## src/rtl/store_align_unit_pkg.sv

```systemverilog
// rtl/store_align_unit_pkg.sv - shared encodings for the store align unit
package store_align_unit_pkg;

    localparam logic [1:0] ST_SB  = 2'b00;
    localparam logic [1:0] ST_SH  = 2'b01;
    localparam logic [1:0] ST_SW  = 2'b10;
    localparam logic [1:0] ST_ILL = 2'b11;

    localparam logic [2:0] LD_LB  = 3'd0;
    localparam logic [2:0] LD_LH  = 3'd1;
    localparam logic [2:0] LD_LW  = 3'd2;
    localparam logic [2:0] LD_LBU = 3'd3;
    localparam logic [2:0] LD_LHU = 3'd4;

    localparam logic [1:0] S_IDLE  = 2'd0;
    localparam logic [1:0] S_BEAT0 = 2'd1;
    localparam logic [1:0] S_BEAT1 = 2'd2;

    localparam logic [3:0] MASK_SB = 4'b0001;
    localparam logic [3:0] MASK_SH = 4'b0011;
    localparam logic [3:0] MASK_SW = 4'b1111;

endpackage

```

## src/rtl/store_align_unit_st_lane_shift.sv

```systemverilog
// rtl/store_align_unit_st_lane_shift.sv - widens store mask/data across two words
module st_lane_shift
    import store_align_unit_pkg::*;
(
    input  logic [1:0]  sel,
    input  logic [1:0]  off,
    input  logic [31:0] data,
    output logic [7:0]  mask,
    output logic [63:0] wdata
);

    logic [3:0] base;

    always_comb begin
        case (sel)
            ST_SB:   base = MASK_SB;
            ST_SH:   base = MASK_SH;
            ST_SW:   base = MASK_SW;
            default: base = 4'b0000;
        endcase
    end

    // Upper half of the widened values feeds the second word of a crossing store.
    assign mask  = {4'b0000, base} << off;
    assign wdata = {32'd0, data} << {off, 3'b000};

endmodule

```

## src/rtl/store_align_unit.sv

```systemverilog
// rtl/store_align_unit.sv - splits byte/half/word stores into aligned dmem beats
module store_align_unit
    import store_align_unit_pkg::*;
#(
    parameter int ADDR_W = 32
)(
    input  logic              clk,
    input  logic              rst,
    input  logic              req_valid,
    output logic              req_ready,
    input  logic [ADDR_W-1:0] req_addr,
    input  logic [31:0]       req_data,
    input  logic [1:0]        StSel,
    output logic              dmem_valid,
    input  logic              dmem_ready,
    output logic [ADDR_W-1:0] dmem_addr,
    output logic [3:0]        dmem_we,
    output logic [31:0]       dmem_din,
    output logic              done,
    output logic              err
);

    logic [1:0]        state;
    logic [ADDR_W-1:0] addr_q;
    logic [31:0]       data_q;
    logic [1:0]        sel_q;
    logic [1:0]        off;
    logic [7:0]        mask;
    logic [63:0]       wdata;
    logic [ADDR_W-1:0] word_addr;
    logic              crossing;
    logic              accept;

    assign off       = addr_q[1:0];
    assign word_addr = {addr_q[ADDR_W-1:2], 2'b00};
    assign req_ready = (state == S_IDLE);
    assign accept    = req_valid && req_ready;
    assign crossing  = ((sel_q == ST_SH) && (off == 2'd3)) ||
                       ((sel_q == ST_SW) && (off != 2'd0));

    st_lane_shift u_shift (
        .sel   (sel_q),
        .off   (off),
        .data  (data_q),
        .mask  (mask),
        .wdata (wdata)
    );

    always_ff @(posedge clk or posedge rst) begin
        if (rst) begin
            state  <= S_IDLE;
            addr_q <= '0;
            data_q <= '0;
            sel_q  <= ST_SB;
            done   <= 1'b0;
            err    <= 1'b0;
        end else begin
            done <= 1'b0;
            err  <= 1'b0;
            case (state)
                S_IDLE: begin
                    if (accept) begin
                        addr_q <= req_addr;
                        data_q <= req_data;
                        sel_q  <= StSel;
                        if (StSel == ST_ILL) err <= 1'b1;
                        else state <= S_BEAT0;
                    end
                end
                S_BEAT0: begin
                    if (dmem_ready) begin
                        if (crossing) begin
                            state <= S_BEAT1;
                        end else begin
                            state <= S_IDLE;
                            done  <= 1'b1;
                        end
                    end
                end
                S_BEAT1: begin
                    if (dmem_ready) begin
                        state <= S_IDLE;
                        done  <= 1'b1;
                    end
                end
                default: state <= S_IDLE;
            endcase
        end
    end

    // Beat outputs come straight from held registers, so they stay stable under backpressure.
    always_comb begin
        dmem_valid = 1'b0;
        dmem_addr  = '0;
        dmem_we    = 4'b0000;
        dmem_din   = 32'd0;
        case (state)
            S_BEAT0: begin
                dmem_valid = 1'b1;
                dmem_addr  = word_addr;
                dmem_we    = mask[3:0];
                dmem_din   = wdata[31:0];
            end
            S_BEAT1: begin
                dmem_valid = 1'b1;
                dmem_addr  = word_addr + ADDR_W'(4);
                dmem_we    = mask[7:4];
                dmem_din   = wdata[63:32];
            end
            default: ;
        endcase
    end

endmodule

```

## config.mk

```make
export PLATFORM = sky130hd
export DESIGN_NAME = store_align_unit
export DESIGN_NICKNAME = d
export VERILOG_FILES = /design/src/rtl/store_align_unit_pkg.sv /design/src/rtl/store_align_unit_st_lane_shift.sv /design/src/rtl/store_align_unit.sv
export SDC_FILE = /design/constraint.sdc
export NUM_CORES = 1
export LEC_CHECK = 0
export CORE_UTILIZATION = 30
export DETAILED_ROUTE_END_ITERATION = 12
export PLACE_DENSITY = 0.6
export SETUP_SLACK_MARGIN = 0.4
export SLEW_MARGIN = 5
export SYNTH_ARGS = -nofsm -noshare
export SYNTH_HDL_FRONTEND = slang
export SYNTH_SLANG_ARGS = --single-unit
```

## constraint.sdc

```tcl
create_clock -name clk -period 5.8 [get_ports clk]
set_input_delay 1.16 -clock clk [delete_from_list [all_inputs] [get_ports clk]]
set_output_delay 1.16 -clock clk [all_outputs]
set_load 0.1 [all_outputs]
```

==> results.cfg <==
[clocking]
cts_tree = yes
cts_buffers = 9
clock_sinks = 70
cts_hold_buf = 0
cts_root_buffer = clkbuf_16
cts_setup_buffers = 0
cts.repair.resized = 0
clock_tree.buffer_depth = 2
clk_pin_slew_worst_paths_ns = 0.06
htreeDepth = 3
clk_latency_ns = 0.35

[detailed_routing]
num_vias = 4455
drc = 0
dr.pass1.iters = 5
final_antenna_net_count = 0
drt-wirelength-per-cell_um = 17.4
drtIter0Drc = 312
finalWirelength_mm = 14.7
vias_per_cell = 5.27

[sta]
fmax_mhz = 210
holdWs_ns = 0.543
min_period_over_period_pct = 82.0
tightestPinTransition_ns = 1.14
final.setup.worst_slack_ns = 1.04
relSlewSlack_pct = 23.9
hold_violations = 0
finClkSkew_ns = 0.0101
final.min_clock_period_ns = 4.76
grt_setup_unrepaired = false
setup_viol = 0
final_max_slew_viol_count = 0

[run]
maxCapViolations = 0

[grt]
grt_pass1_vias = 4392
gr-total-overflow = 0
track_usage_pct = 18.6
grt_start_max_net_pins = 46
grt_pass1_wl_mm = 23.4
antenna_found_initial = 0

[yosys]
syn_avg_cell_area_um2 = 9.25
ys_seq_area_share_pct = 36.8
async_reset_ff_share_pct = 100
syn_inst = 514
synth_edf_count = 0
ys_types = 44
netlist_area_um2 = 4760
synth-seq-cells = 70
ys.warnings.count = 0
ys.flop_type = dfrtp_1

[setup_path]
crit_path_frequent_cell = nor2b_1
r2r_cells = 5
cp.arrival_ns = 3.60
rrSetupSlack_ns = 3.28
max_stage_delay_ns = 1.14
crit_end = dmem_din[17]
cp_slowest_cell = clkdlybuf4s50_1
cp_cell_sequence = nor2b_1 -> nand2_1 -> o21ai_0 -> a22oi_1 -> nor2b_1 -> clkdlybuf4s50_1
end_kind = output pin
required_ns = 4.64
rr_endpoint = addr_q[30]
criticalPathCategory = reg -> out
cp-start-kind = flip-flop
r2r-start = state[0]
crit_start = addr_q[1]
path_max_fanout = 28

[floorplanning]
dieArea_um2 = 16400
design.core.area_um2 = 15300
fp.dieH_um = 128
initial_core_util_pct = 31.1
ios = 142
rows = 45
fp.dieW_um = 128

[placement]
gp_congestion = 0.900
dp_worst_setup_slack_ns = 1.47
dp_hpwl_mm = 10.6
portBuffers = 139

[outcome]
status = finished, final reports clean

[final_layout]
syn2layout_area_growth_pct = 37.1
final_cell_mix = clkdlybuf4s50_1 (98), dfrtp_1 (70), mux2_2 (68)
drive_above_1_share_pct = 22.5
nNetsFinal = 708
insertedDiodeCount = 0
final_common_cell = clkdlybuf4s50_1

[min_path]
min_path_type = reg -> reg
==> cell usage after synthesis, types with 3 or more instances <==
master / count / share of area, %
mux2i_1: 28 / 5.9
nand3_1: 18 / 1.9
ha_1: 8 / 2.1
nor3_1: 3 / 0.32
buf_4: 3 / 0.47
a21oi_1: 10 / 1.1
a211oi_1: 4 / 0.63
dfrtp_1: 70 / 37
nor2_1: 13 / 1.0
buf_2: 6 / 0.63
o21ai_0: 52 / 5.5
and2_1: 14 / 1.8
nand2_1: 57 / 4.5
o211ai_1: 6 / 0.95
nor4_1: 4 / 0.53
and3_1: 7 / 0.92
clkbuf_1: 33 / 2.6
o22ai_1: 9 / 1.2
a41oi_1: 3 / 0.55
inv_1: 11 / 0.87
a22oi_1: 17 / 2.7
nand4_2: 3 / 0.79
nand4_1: 9 / 1.2
a31oi_1: 8 / 1.1
mux2_2: 68 / 16
or4_1: 5 / 0.79
nor2b_1: 22 / 2.9
==> layout make-up <==
class                   instances  area [µm²]
fillers                      1510        8790
multi-input cells             390        2780
flip-flops and latches         70        1750
repair buffers                148        1360
well taps                     211         264
clock buffers                  10         239
clock inverters                 6        85.1
inverters                      11        41.3
==> stage by stage <==
| stage | util (%) | instances | setup TNS [ns] | instance area (µm²) |
|---|---|---|---|---|
| 2_1_floorplan | - | 515 | -0.831 | 4760 |
| 3_3_place_gp | 40.5 | 830 | 0 | 6200 |
| 3_5_place_dp | 40.5 | 830 | 0 | 6200 |
| 5_1_grt | 42.6 | 846 | 0 | 6520 |
| 4_1_cts | 42.6 | 846 | 0 | 6520 |
| 6_report | 42.6 | 846 | 0 | 6520 |
==> logic make-up (layout without fill, tap and decap cells) <==
group                    after synthesis  after routing  synth area share [%]
adder cells (fa/ha/maj)                8              8                  2.10
buffers and inverters                 55            175                  4.79
AO/OA/AOI/OAI                        121            121                  15.7
other                                  1              2                0.0788
flip-flops                            70             70                  36.8
multiplexers                          96             96                  22.0
AND/OR/NAND/NOR                      162            162                  18.3
XOR/XNOR                               1              1                 0.184
==> worst max-delay path: cells and delay by family (launching register included) <==
kind / cells / cell delay [ns]
simple gates: 3 / 0.94
buf+inv: 1 / 1.14
flops: 1 / 0.91
compound gates: 2 / 0.24
==> state kept, by name, summed over array words and instances, names as in the netlist <==
register and flops:
addr_q 32, data_q 32, done 1, err 1
sel_q 2, state 2
==> how the worst min path moves through the flow <==
stage	slack (ns)	end	from	cells after the start
2_1_floorplan	0.50	data_q[10]	data_q[10]	1
3_3_place_gp	0.52	data_q[20]	data_q[20]	1
3_5_place_dp	0.53	data_q[8]	data_q[8]	1
4_1_cts	0.55	data_q[13]	data_q[13]	1
5_1_grt	0.57	data_q[9]	data_q[9]	1
6_report	0.54	data_q[8]	data_q[8]	1
==> per-layer routing <==
layer	routed length [µm]	track usage, %
met5	0	0
met3	1290	5.55
met1	6530	24.2
met4	162	5.05
met2	6750	29.8
Power is not shown: default switching activity piles up to over one toggle a cycle in this logic, so the estimate is an artifact.
